[src/rtl/vmem_console_ctrl.sv]
// vmem_console_ctrl: text-console sequencer driving the video RAM write port from ASCII keys.
// Optional WRAP_CLEAR_EN: a row advance out of the last row clears the screen.
module vmem_console_ctrl #(
    parameter int COLS = 70,
    parameter int ROWS = 30,
    parameter int AW = 12,
    parameter logic [7:0] BLANK = 8'h20
) (
    input  logic          clk,
    input  logic          rst,
    input  logic          key_valid,
    input  logic [7:0]    key_ascii,
    output logic          key_ready,
    output logic [AW-1:0] vm_addr,
    output logic [7:0]    vm_data,
    output logic          vm_we,
    output logic [4:0]    cur_row,
    output logic [6:0]    cur_col,
    output logic          busy
);
    localparam int N = COLS * ROWS;
`ifdef WRAP_CLEAR_EN
    localparam bit WRAP = 1'b1;
`else
    localparam bit WRAP = 1'b0;
`endif
    typedef enum logic [1:0] {CLEAR, IDLE, EXEC} state_t;
    state_t state;
    logic [AW:0] ptr;
    logic to_clear, is_print, is_nl, is_bs, last_col, last_row, n_we, go_clear;
    logic [4:0] inc_row, n_row;
    logic [6:0] n_col;
    logic [AW-1:0] wr_addr;
    // Next cursor and write target are resolved in the accept cycle and registered into EXEC.
    always_comb begin
        is_print = key_ascii >= 8'h20 && key_ascii <= 8'h7e;
        is_nl = key_ascii == 8'h0d || key_ascii == 8'h0a;
        is_bs = key_ascii == 8'h08;
        last_col = cur_col == 7'(COLS - 1);
        last_row = cur_row == 5'(ROWS - 1);
        inc_row = last_row ? 5'd0 : cur_row + 5'd1;
        n_row = (is_print && last_col) || is_nl ? inc_row :
                is_bs && cur_col == 7'd0 && cur_row != 5'd0 ? cur_row - 5'd1 : cur_row;
        n_col = is_print ? (last_col ? 7'd0 : cur_col + 7'd1) : is_nl ? 7'd0 :
                is_bs ? (cur_col != 7'd0 ? cur_col - 7'd1 : cur_row != 5'd0 ? 7'(COLS - 1) : 7'd0) : cur_col;
        n_we = is_print || is_bs;
        wr_addr = is_bs ? AW'(n_row) * AW'(COLS) + AW'(n_col) : AW'(cur_row) * AW'(COLS) + AW'(cur_col);
        go_clear = key_ascii == 8'h0c || (WRAP && last_row && ((is_print && last_col) || is_nl));
    end
    always_ff @(posedge clk or posedge rst) begin
        if (rst) begin
            state <= CLEAR;
            ptr <= '0;
            cur_row <= 5'd0;
            cur_col <= 7'd0;
            vm_we <= 1'b0;
            vm_addr <= '0;
            vm_data <= BLANK;
            key_ready <= 1'b0;
            busy <= 1'b1;
            to_clear <= 1'b0;
        end else begin
            case (state)
                CLEAR: begin
                    // One extra cycle after the last write so ready never overlaps a clear write.
                    if (ptr == (AW + 1)'(N)) begin
                        vm_we <= 1'b0;
                        key_ready <= 1'b1;
                        busy <= 1'b0;
                        cur_row <= 5'd0;
                        cur_col <= 7'd0;
                        state <= IDLE;
                    end else begin
                        vm_we <= 1'b1;
                        vm_addr <= ptr[AW-1:0];
                        vm_data <= BLANK;
                        ptr <= ptr + 1'b1;
                    end
                end
                IDLE: begin
                    if (key_valid && key_ready) begin
                        key_ready <= 1'b0;
                        vm_we <= n_we;
                        vm_addr <= wr_addr;
                        vm_data <= is_bs ? BLANK : key_ascii;
                        cur_row <= n_row;
                        cur_col <= n_col;
                        to_clear <= go_clear;
                        state <= EXEC;
                    end
                end
                EXEC: begin
                    vm_we <= 1'b0;
                    ptr <= '0;
                    to_clear <= 1'b0;
                    if (to_clear) begin
                        busy <= 1'b1;
                        state <= CLEAR;
                    end else begin
                        key_ready <= 1'b1;
                        state <= IDLE;
                    end
                end
                default: state <= CLEAR;
            endcase
        end
    end
endmodule
[config.mk]
export PLATFORM = sky130hd
export DESIGN_NAME = vmem_console_ctrl
export DESIGN_NICKNAME = d
export VERILOG_FILES = /design/src/rtl/vmem_console_ctrl.sv
export SDC_FILE = /design/constraint.sdc
export NUM_CORES = 1
export LEC_CHECK = 0
export ABC_CLOCK_PERIOD_IN_PS = 9600
export BUFFER_PORTS_ARGS = -buffer_cell sky130_fd_sc_hd__buf_4
export CAP_MARGIN = 20
export CORE_UTILIZATION = 55
export CTS_CLUSTER_DIAMETER = 30
export DETAILED_ROUTE_END_ITERATION = 10
export GPL_TIMING_DRIVEN = 0
export HOLD_SLACK_MARGIN = 0.03
export PLACE_DENSITY_LB_ADDON = 0.05
export SLEW_MARGIN = 10
export SYNTH_ARGS = -nofsm -noshare
export SYNTH_HDL_FRONTEND = slang
export SYNTH_SLANG_ARGS = --single-unit
[constraint.sdc]
create_clock -name clk -period 9.6 [get_ports clk]
set_input_delay 2.4 -clock clk [delete_from_list [all_inputs] [get_ports clk]]
set_output_delay 2.4 -clock clk [all_outputs]
set_load 0.05 [all_outputs]
==> summary.md, run 1 <==
| Metric | Value |
|---|---|
| Outcome | `complete, no violations` |
| CP Class | `input port to flip-flop` |
| CP Capture Type | `flip-flop` |
| Top Metal Used | `met4` |
| Post-Synthesis Cells | `545` |
| Top-area cell type share of the netlist area | `0.2670` |
| Gp weighted congestion | `0.9243` |
| Final Slew Violations | `0` |
| Final WL | `12490 um` |
| First-pass iteration count of the detailed router | `5` |
| Max-cap viol count | `0` |
| Worst path max stage delay | `0.58 ns` |
| TritonCTS clock tree | `built` |
| Seq/Total Area, Yosys | `0.2784` |
| Worst-case clock buffer depth | `2` |
| Initial Util | `0.5823` |
| Chip Height | `93.39 um` |
| Area grow syn2layout | `13.32%` |
| Top post-synthesis cells by area | `dfrtp_1 27%, ha_1 15%, nand2_1 5.2%, xnor2_1 4.6%, o21ai_0 4.5%` |
| Least-Margin Pin Slew | `0.8253 ns` |
| Number of CTS-inserted buffers | `5` |
| Synthesized area | `0.004593 sq mm` |
| Leading area contributor after synthesis | `dfrtp_1` |
| Core ar. | `0.007888 sq mm` |
| Warnings from Yosys | `0` |
| # port buffers | `45` |
| Post-CTS Setup Bufs | `0` |
| Most frequent cells in the layout | `64 x nand2_1, 55 x ha_1, 49 x dfrtp_1, 45 x buf_4, 41 x o21ai_0` |
| Seq cells post-synth | `51` |
| Prevailing post-synth register cell | `dfrtp_1` |
| Htree depth | `2` |
| Critical path buffers and inverters | `1` |
| Die area | `0.008721 sq mm` |
| # clock sinks | `51` |
| Hold crit path type | `flip-flop to flip-flop` |
| Nets | `669` |
| Maximum vdd drop | `0.05820 mV` |
| Vias in the first global route | `4106` |
| Root buffer cell | `clkbuf_8` |
| DRT iter0 DRCs | `316` |
| Row cnt | `32` |
| Syn Nets | `615` |
| Clk slew on worst S/H paths | `0.10 ns` |
| Hpwl dp | `9646 um` |
| Startpoint types | `input port` |
| Number of flops mapped to enable cells by yosys | `0` |
| Initial antenna violation count | `0` |
| CP Max Fanout | `7` |
| Met3 wire len | `789 um` |
| DRT met1 WL | `5715 um` |
| Worst endpoint required time | `9.77 ns` |
| Fmax | `0.1445 GHz` |
| Final Hold Violating Endpoints | `0` |
| Unrepaired setup endpoints after global routing | `false` |
| Total power | `402.4 uW` |
| Critical Path AT | `7.09 ns` |
| Commonest non-fill, non-tap cell in the layout | `nand2_1` |
| GRT Total Usage | `0.3011` |
| Rel. slew slack | `0.4451` |
| Grt ovf | `0` |
| # diodes | `0` |
| Asr flop ratio synth | `1.000` |
| Post-DRT Antenna Nets | `0` |
| Pin count of the biggest net entering global routing | `33` |
| Final Cycle Share | `0.7211` |
| Worst path cell trace | `buf_4 -> and3b_1 -> o211ai_2 -> a21boi_0 -> a21oi_1 -> a21oi_1 -> ha_1 -> ha_1 -> ha_1 -> a31oi_1 -> xor2_1 -> ha_1 -> o21a_1 -> a21oi_1 -> a21oi_1 -> a21oi_1 -> mux2i_1 -> xnor2_1 -> a41oi_1` |
| Most frequent cell on the critical path | `a21oi_1` |
| Mapped Avg Cell Area | `8.428 sq um` |
| Chip Width | `93.39 um` |
| Final setup vio count | `0` |
| Crit-path leading delay family | `compound AO/OA/AOI/OAI gates` |
| Clock Latency Late Sink | `0.33 ns` |
| P_leak | `0.002382 uW` |
| Post-CTS resize count | `0` |
| Layout cell share with drive strength beyond 1 | `0.1283` |
| Cts hold-fix bufs | `0` |
| Number of placed I/O pins | `46` |
| Cell Pwr Density | `77.32 mW/mm^2` |
| Routed wl met2 | `5704 um` |
| Setup TNS | `0 ns` |
| Layout Skew | `0.01398 ns` |
| Post-layout min period | `6.923 ns` |
| WL/cell | `17.79 um` |
| Unique cell type count in the Yosys netlist | `67` |
| CP max stage cell | `a21boi_0` |
| Detailed-route DRC error count | `0` |
| Post-DR vias/cell | `6.205` |
| Global-route wire length before repair | `20400 um` |
| DR vias | `4356` |
## cell families (layout without fill, tap and decap cells)
kind of cell    Yosys count  in the layout  synth area share
compound gates          160            160            0.2367
xor+xnor                 35             35           0.06674
flops                    51             51            0.2784
mux                       3              3          0.007627
simple gates            185            185            0.2002
buf+inv                  52            107           0.04304
fa+ha+maj                59             59            0.1673
## per-stage QoR
| step | instances | worst slack (ns) | hold slack, ns | area (sq um) | utilization |
|---|---|---|---|---|---|
| finish | 702 | 2.677 | 0.4785 | 5205 | 0.6599 |
| detailed placement | 693 | 2.143 | 0.4620 | 5079 | 0.6439 |
| floorplan | 545 | 3.286 | 0.5017 | 4593 | - |
| global route | 702 | 2.472 | 0.5134 | 5205 | 0.6599 |
| global placement | 692 | 2.272 | 0.4545 | 5059 | 0.6413 |
| CTS | 701 | 2.459 | 0.4845 | 5200 | 0.6593 |
## power breakdown
part | switching [uW] | internal [uW]
Clock | 83.8 | 86.0
Combinational | 11.7 | 6.20
Sequential | 0 | 215
## tightest hold or removal path, cell delays in order, from the launching register on
cell	delay [ns]
dfrtp_1	0.36
nand2_1	0.05
nand2_1	0.05
## registers in the layout, indices dropped and copies added, names as in the netlist, 2 cells and up
signal / flops
cur_col: 7
state: 2
vm_data: 8
cur_row: 5
ptr: 13
vm_addr: 12
## synth_stat cells (all sizes together), types with 6 or more instances
| cell | n |
|---|---|
| a211oi | 11 |
| nor2 | 37 |
| a22o | 15 |
| nor3 | 12 |
| o21ai | 42 |
| xor2 | 11 |
| nand2 | 64 |
| nand4 | 6 |
| ha | 55 |
| o211ai | 6 |
| o21bai | 6 |
| a21oi | 35 |
| o21a | 6 |
| nand3 | 23 |
| inv | 31 |
| clkbuf | 19 |
| dfrtp | 49 |
| xnor2 | 24 |
## routing by layer
metal / global-route usage / vias to the layer above
met4: 0.1090 / 0
li1: - / 2091
met2: 0.4724 / 190
met1: 0.4319 / 2050
met3: 0.02683 / 25
met5: 0 / -
## worst paths after layout
check | start | to | slack [ns] | cells past startpoint
max in group asynchronous | rst | busy$_DFFE_PP1P_ | 6.92 | 3
hold reg to reg | vm_data[4]$_DFFE_PP0P_ | vm_data[4]$_DFFE_PP0P_ | 0.48 | 2
min in group asynchronous | rst | cur_col[1]$_DFFE_PP0P_ | 2.08 | 2
hold / removal | vm_data[4]$_DFFE_PP0P_ | vm_data[4]$_DFFE_PP0P_ | 0.48 | 2
setup / recovery | key_ascii[0] | vm_addr[10]$_DFFE_PP0P_ | 2.68 | 19
setup reg to reg | cur_row[3]$_DFFE_PP0P_ | vm_addr[10]$_DFFE_PP0P_ | 4.21 | 20
## final cells by class
type	instances	area (sq um)
timing repair buffer	47	362.8
inverter	32	120.1
fill	674	2683
buffer	20	77.57
sequential	51	1279
clock buffer	6	82.58
clock inverter	2	38.79
tap	102	127.6
multi-input combinational	442	3117
Note: power is estimated with default switching activity, not from simulation.
==> inputs of run 2 (changes only) <==
ABC_AREA = 1   (was not set)
ABC_CLOCK_PERIOD_IN_PS = 5800   (was 9600)
clock period = 5.8 ns   (was 9.6 ns; I/O delays follow)
==> run 2 against run 1 <==
  * Clock power up 87%
  * Critical endpoint unchanged
  * Largest cell class unchanged
  * Setup slack worse by 2.3 ns
  * Synthesized cell count up 23%
==> summary.md, run 2 <==
| Metric | Value |
|---|---|
| Cts hold-fix bufs | `0` |
| Post-DRT Antenna Nets | `0` |
| Pin count of the biggest net entering global routing | `39` |
| Met3 wire len | `949 um` |
| Synth top cells by count | `145 x nand2_1, 81 x inv_1, 55 x ha_1` |
| Clk slew on worst S/H paths | `0.11 ns` |
| Setup TNS | `0 ns` |
| P_leak | `0.002755 uW` |
| Top post-synthesis cells by area | `dfrtp_1 25%, ha_1 14%, nand2_1 11%, inv_1 6.3%, nand3_1 5.0%` |
| Grt ovf | `0` |
| Most frequent cells in the layout | `145 x nand2_1, 80 x inv_1, 55 x ha_1, 50 x nor2_1, 49 x dfrtp_1` |
| Number of placed I/O pins | `46` |
| Critical path endpoint | `vm_addr[10]$_DFFE_PP0P_` |
| Top Metal Used | `met4` |
| Startpoint types | `input port` |
| R2R Path End | `vm_addr[10]$_DFFE_PP0P_` |
| Core ar. | `0.008341 sq mm` |
| Layout Skew | `0.008728 ns` |
| Die area | `0.009164 sq mm` |
| Hold path startpoint | `vm_data[2]$_DFFE_PP0P_` |
| Worst-case clock buffer depth | `2` |
| Hpwl dp | `10220 um` |
| Synthesized area | `0.004832 sq mm` |
| Prevailing post-synth register cell | `dfrtp_1` |
| TritonCTS clock tree | `built` |
| Post-layout min period | `5.393 ns` |
| Post-CTS resize count | `0` |
| Initial antenna violation count | `0` |
| Post-DR vias/cell | `5.735` |
| Global-route wire length before repair | `20970 um` |
| Mapped Avg Cell Area | `7.212 sq um` |
| DRT iter0 DRCs | `406` |
| Unrepaired setup endpoints after global routing | `false` |
| Post-Synthesis Cells | `670` |
| Critical Path AT | `5.61 ns` |
| Gp weighted congestion | `0.9224` |
| Maximum vdd drop | `0.1192 mV` |
| Outcome | `complete, no violations` |
| Htree depth | `2` |
| Chip Height | `95.73 um` |
| Leading area contributor after synthesis | `dfrtp_1` |
| Max FFs per register | `13` |
| Final setup vio count | `0` |
| R2R depth | `25` |
| Seq cells post-synth | `51` |
| Detailed-route DRC error count | `0` |
| Cell Pwr Density | `135.0 mW/mm^2` |
| Nets | `793` |
| Chip Width | `95.73 um` |
| Warnings from Yosys | `0` |
| WL/cell | `15.52 um` |
| Max-cap viol count | `0` |
| Rel. slew slack | `0.6109` |
| GRT Total Usage | `0.2978` |
| Initial Util | `0.5794` |
| # clock sinks | `51` |
| Total power | `737.2 uW` |
| Worst endpoint required time | `6.02 ns` |
| DR vias | `4754` |
| Asr flop ratio synth | `1.000` |
| Root buffer cell | `clkbuf_8` |
| Hold crit path type | `flip-flop to flip-flop` |
| Layout cell share with drive strength beyond 1 | `0.1602` |
| Hold path cells | `2` |
| Final Hold Violating Endpoints | `0` |
| CP Class | `input port to flip-flop` |
| Area grow syn2layout | `13.02%` |
| Cell area after layout | `0.005461 sq mm` |
| Fmax | `0.1854 GHz` |
| Commonest non-fill, non-tap cell in the layout | `nand2_1` |
| DRT met1 WL | `5794 um` |
| Unique cell type count in the Yosys netlist | `47` |
| Least-Margin Pin Slew | `0.5836 ns` |
| Worst Setup SP | `key_ascii[0]` |
| Top-area cell type share of the netlist area | `0.2538` |
| CP Capture Type | `flip-flop` |
| Clock Latency Late Sink | `0.32 ns` |
| Row cnt | `33` |
| R2r setup slk | `1.07 ns` |
| Routed wl met2 | `6015 um` |
| First-pass iteration count of the detailed router | `7` |
| Largest Register | `ptr` |
| Final Slew Violations | `0` |
| Number of CTS-inserted buffers | `5` |
| CP Max Fanout | `7` |
| # port buffers | `45` |
| # diodes | `0` |
| Post-CTS Setup Bufs | `0` |
| Vias in the first global route | `4361` |
| Syn Nets | `740` |
| Most numerous cell in the Yosys netlist | `nand2_1` |
| Number of flops mapped to enable cells by yosys | `0` |
| Final Cycle Share | `0.9298` |
| Final WL | `12870 um` |
| Largest regs | `ptr x13, vm_addr x12, vm_data x8` |
| Worst flop-to-flop path startpoint | `cur_col[1]$_DFFE_PP0P_` |
| Seq/Total Area, Yosys | `0.2646` |
| Area of placed instances | `0.005321 sq mm` |
[run 2: cell type report]
class,instances,area (sq um)
clock buffers,5,68.82
multi-input cells,513,3144
plain buffers,13,60.06
flip-flops and latches,51,1279
repair buffers,46,357.8
inverters,93,349.1
fillers,758,2879
clock inverters,3,71.32
well taps,105,131.4
[run 2: worst min-delay path by stage]
stage / slack, ns / end
final: 0.49 / vm_data[2]$_DFFE_PP0P_
after floorplan: 0.47 / ptr[2]$_DFFE_PP0P_
after detailed placement: 0.47 / vm_data[1]$_DFFE_PP0P_
after global placement: 0.47 / vm_addr[11]$_DFFE_PP0P_
after CTS: 0.50 / vm_data[1]$_DFFE_PP0P_
after global routing: 0.51 / vm_data[1]$_DFFE_PP0P_
[run 2: per-stage QoR]
step | setup slack (ns) | cells | utilization | hold slack, ns
final | 0.4071 | 829 | 0.6548 | 0.4942
after global routing | 0.02025 | 829 | 0.6548 | 0.5147
after CTS | 0.4199 | 829 | 0.6548 | 0.5008
after detailed placement | 0.08097 | 821 | 0.6380 | 0.4746
after global placement | 0.1484 | 820 | 0.6356 | 0.4703
after floorplan | 0.8461 | 670 | - | 0.4674
[run 2: layer usage]
layer | global-route usage | up-vias
met4 | 0.05100 | 0
met1 | 0.4097 | 2211
li1 | - | 2333
met5 | 0 | -
met2 | 0.5060 | 200
met3 | 0.03870 | 10
[run 2: cell families (layout without fill, tap and decap cells)]
group           after synthesis  in the layout  synth area share
buf+inv                     106            160           0.08467
fa+ha+maj                    59             59            0.1590
flops                        51             51            0.2646
simple gates                310            310            0.3118
xor+xnor                     19             19           0.03444
compound gates              125            125            0.1455
[run 2: critical path, stage by stage]
cell	delay, ns
buf_4	0.12
nor2_2	0.18
nand2_1	0.16
nor2_8	0.21
inv_2	0.11
nor2_2	0.17
nand3_1	0.11
xor2_1	0.15
a21oi_1	0.38
ha_1	0.32
ha_1	0.32
ha_1	0.24
xor2_1	0.17
ha_1	0.35
nand4_1	0.11
o211ai_1	0.27
nand2_1	0.13
nand2_1	0.10
nand4_1	0.12
nor2_2	0.17
nand2_1	0.06
nand3_1	0.07
nand2_1	0.06
nand2_1	0.05
nand2_1	0.04
[run 2: power breakdown]
part / switching [uW] / internal (uW)
Sequential: 0 / 355
Combinational: 40.7 / 23.3
Clock: 142 / 175
Total: 183 / 554
==> inputs of run 3 (changes only) <==
CTS_BUF_LIST = sky130_fd_sc_hd__clkbuf_8   (was not set)
PLACE_DENSITY = 0.82   (was not set)
PLACE_DENSITY_LB_ADDON = not set   (was 0.05)
==> run 3 against run 2 <==
  * Fmax is 0.89% lower
  * Critical path depth stayed put
  * Count of clock-buffer cells in the layout stayed put
  * Sequential power hardly changed
  * Die area stayed put
  * Core utilization is 0.53 points lower
  * Total power is 12% lower
  * Sequential share of layout area is 0.19 points higher
==> summary.md, run 3 (synthesized netlist as in run 2, its figures left out) <==
| Metric | Value |
|---|---|
| WHS Endpoint | `vm_addr[9]$_DFFE_PP0P_` |
| Rel. slew slack | `0.5988` |
| # port buffers | `45` |
| Chip Width | `95.73 um` |
| Chip Height | `95.73 um` |
| Hold path startpoint | `vm_addr[9]$_DFFE_PP0P_` |
| Htree depth | `2` |
| # diodes | `0` |
| Worst flop-to-flop path startpoint | `cur_col[1]$_DFFE_PP0P_` |
| Cell Pwr Density | `119.7 mW/mm^2` |
| Global-route wire length before repair | `21570 um` |
| Post-CTS Setup Bufs | `0` |
| Root buffer cell | `clkbuf_8` |
| Outcome | `complete, no violations` |
| Setup TNS | `0 ns` |
| Core ar. | `0.008341 sq mm` |
| Unrepaired setup endpoints after global routing | `false` |
| TritonCTS clock tree | `built` |
| P_leak | `0.002731 uW` |
| Final Slew Violations | `0` |
| Startpoint types | `input port` |
| Pre-CTS setup slack | `0.07708 ns` |
| Area of placed instances | `0.005321 sq mm` |
| Fmax | `0.1838 GHz` |
| Area grow syn2layout | `12.12%` |
| CP Capture Type | `flip-flop` |
| Nets | `793` |
| Most frequent cells in the layout | `145 x nand2_1, 80 x inv_1, 55 x ha_1, 50 x nor2_1, 49 x dfrtp_1` |
| Least-Margin Pin Slew | `0.6019 ns` |
| R2R depth | `25` |
| CP Class | `input port to flip-flop` |
| DR vias | `4806` |
| Number of CTS-inserted buffers | `5` |
| Vias in the first global route | `4640` |
| Pin count of the biggest net entering global routing | `37` |
| Placed insts | `821` |
| Max-cap viol count | `0` |
| CP Max Fanout | `7` |
| Initial antenna violation count | `0` |
| Clk slew on worst S/H paths | `0.10 ns` |
| Cell area after layout | `0.005418 sq mm` |
| Hold crit path type | `flip-flop to flip-flop` |
| Final setup vio count | `0` |
| Post-DRT Antenna Nets | `0` |
| Maximum vdd drop | `0.07811 mV` |
| Final worst slack | `0.3585 ns` |
| Fin cells | `829` |
| First-pass iteration count of the detailed router | `5` |
| Largest Register | `ptr` |
| Hold path cells | `2` |
| Gp weighted congestion | `0.9322` |
| Largest regs | `ptr x13, vm_addr x12, vm_data x8` |
| Post-CTS resize count | `0` |
| Commonest non-fill, non-tap cell in the layout | `nand2_1` |
| Worst-case clock buffer depth | `2` |
| Worst endpoint required time | `6.01 ns` |
| Fin util | `0.6496` |
| GRT Total Usage | `0.3035` |
| Grt ovf | `0` |
| Post-layout min period | `5.442 ns` |
| Final Cycle Share | `0.9382` |
| Initial Util | `0.5794` |
| Final WL | `12930 um` |
| Critical Path AT | `5.66 ns` |
| WL/cell | `15.60 um` |
| Clock Latency Late Sink | `0.32 ns` |
| Final Hold Violating Endpoints | `0` |
| Detailed-route DRC error count | `0` |
| Hpwl dp | `10320 um` |
| R2r setup slk | `1.03 ns` |
| Max FFs per register | `13` |
| Die area | `0.009164 sq mm` |
| DRT iter0 DRCs | `297` |
| Post-DR vias/cell | `5.797` |
| Cts hold-fix bufs | `0` |
| Row cnt | `33` |
| R2R Path End | `vm_addr[10]$_DFFE_PP0P_` |
| Number of placed I/O pins | `46` |
| Layout Skew | `0.009455 ns` |
| # clock sinks | `51` |
| Layout cell share with drive strength beyond 1 | `0.1602` |
[run 3: routing by layer]
metal / wire, um / GRT usage / part of all wire
met5: 0 / 0 / 0
met4: 407 / 0.1318 / 0.031
met3: 743 / 0.03949 / 0.057
met2: 6165 / 0.5036 / 0.48
met1: 5618 / 0.3961 / 0.43
[run 3: worst max path at each step]
| stage | from | endpoint | slack (ns) | depth (start not counted) |
|---|---|---|---|---|
| after floorplan | key_ascii[0] | vm_addr[10]$_DFFE_PP0P_ | 0.85 | 24 |
| after global placement | key_ascii[0] | vm_addr[10]$_DFFE_PP0P_ | 0.15 | 25 |
| after detailed placement | key_ascii[0] | vm_addr[10]$_DFFE_PP0P_ | 0.08 | 25 |
| after CTS | key_ascii[0] | vm_addr[10]$_DFFE_PP0P_ | 0.40 | 25 |
| after global routing | key_ascii[0] | vm_addr[10]$_DFFE_PP0P_ | 0.01 | 25 |
| final | key_ascii[0] | vm_addr[10]$_DFFE_PP0P_ | 0.36 | 25 |
[run 3: worst max-delay path, cell delays in order]
cell and delay, ns:
buf_4 0.12, nor2_2 0.17, nand2_1 0.16, nor2_8 0.20
inv_2 0.11, nor2_2 0.18, nand3_1 0.11, xor2_1 0.15
a21oi_1 0.36, ha_1 0.32, ha_1 0.31, ha_1 0.22
xor2_1 0.18, ha_1 0.37, nand4_1 0.11, o211ai_1 0.28
nand2_1 0.13, nand2_1 0.11, nand4_1 0.13, nor2_2 0.18
nand2_1 0.07, nand3_1 0.08, nand2_1 0.05, nand2_1 0.06
nand2_1 0.05
[run 3: where the power goes]
group,internal (uW),switching (uW)
Combinational,23.3,41.3
Clock,89.0,139
Sequential,355,0
[run 3: area by class of cell]
type,count,area (sq um)
plain buffers,13,60.06
clock buffers,5,68.82
clock inverters,3,27.53
fillers,733,2923
inverters,93,349.1
multi-input cells,513,3144
flip-flops and latches,51,1279
well taps,105,131.4
repair buffers,46,357.8
[run 3: stage by stage]
step	total power [uW]	hold WS (ns)
after floorplan	405.3	0.4674
after global placement	423.0	0.4709
after detailed placement	426.5	0.4669
after CTS	653.9	0.4932
after global routing	674.9	0.5157
final	648.3	0.4900
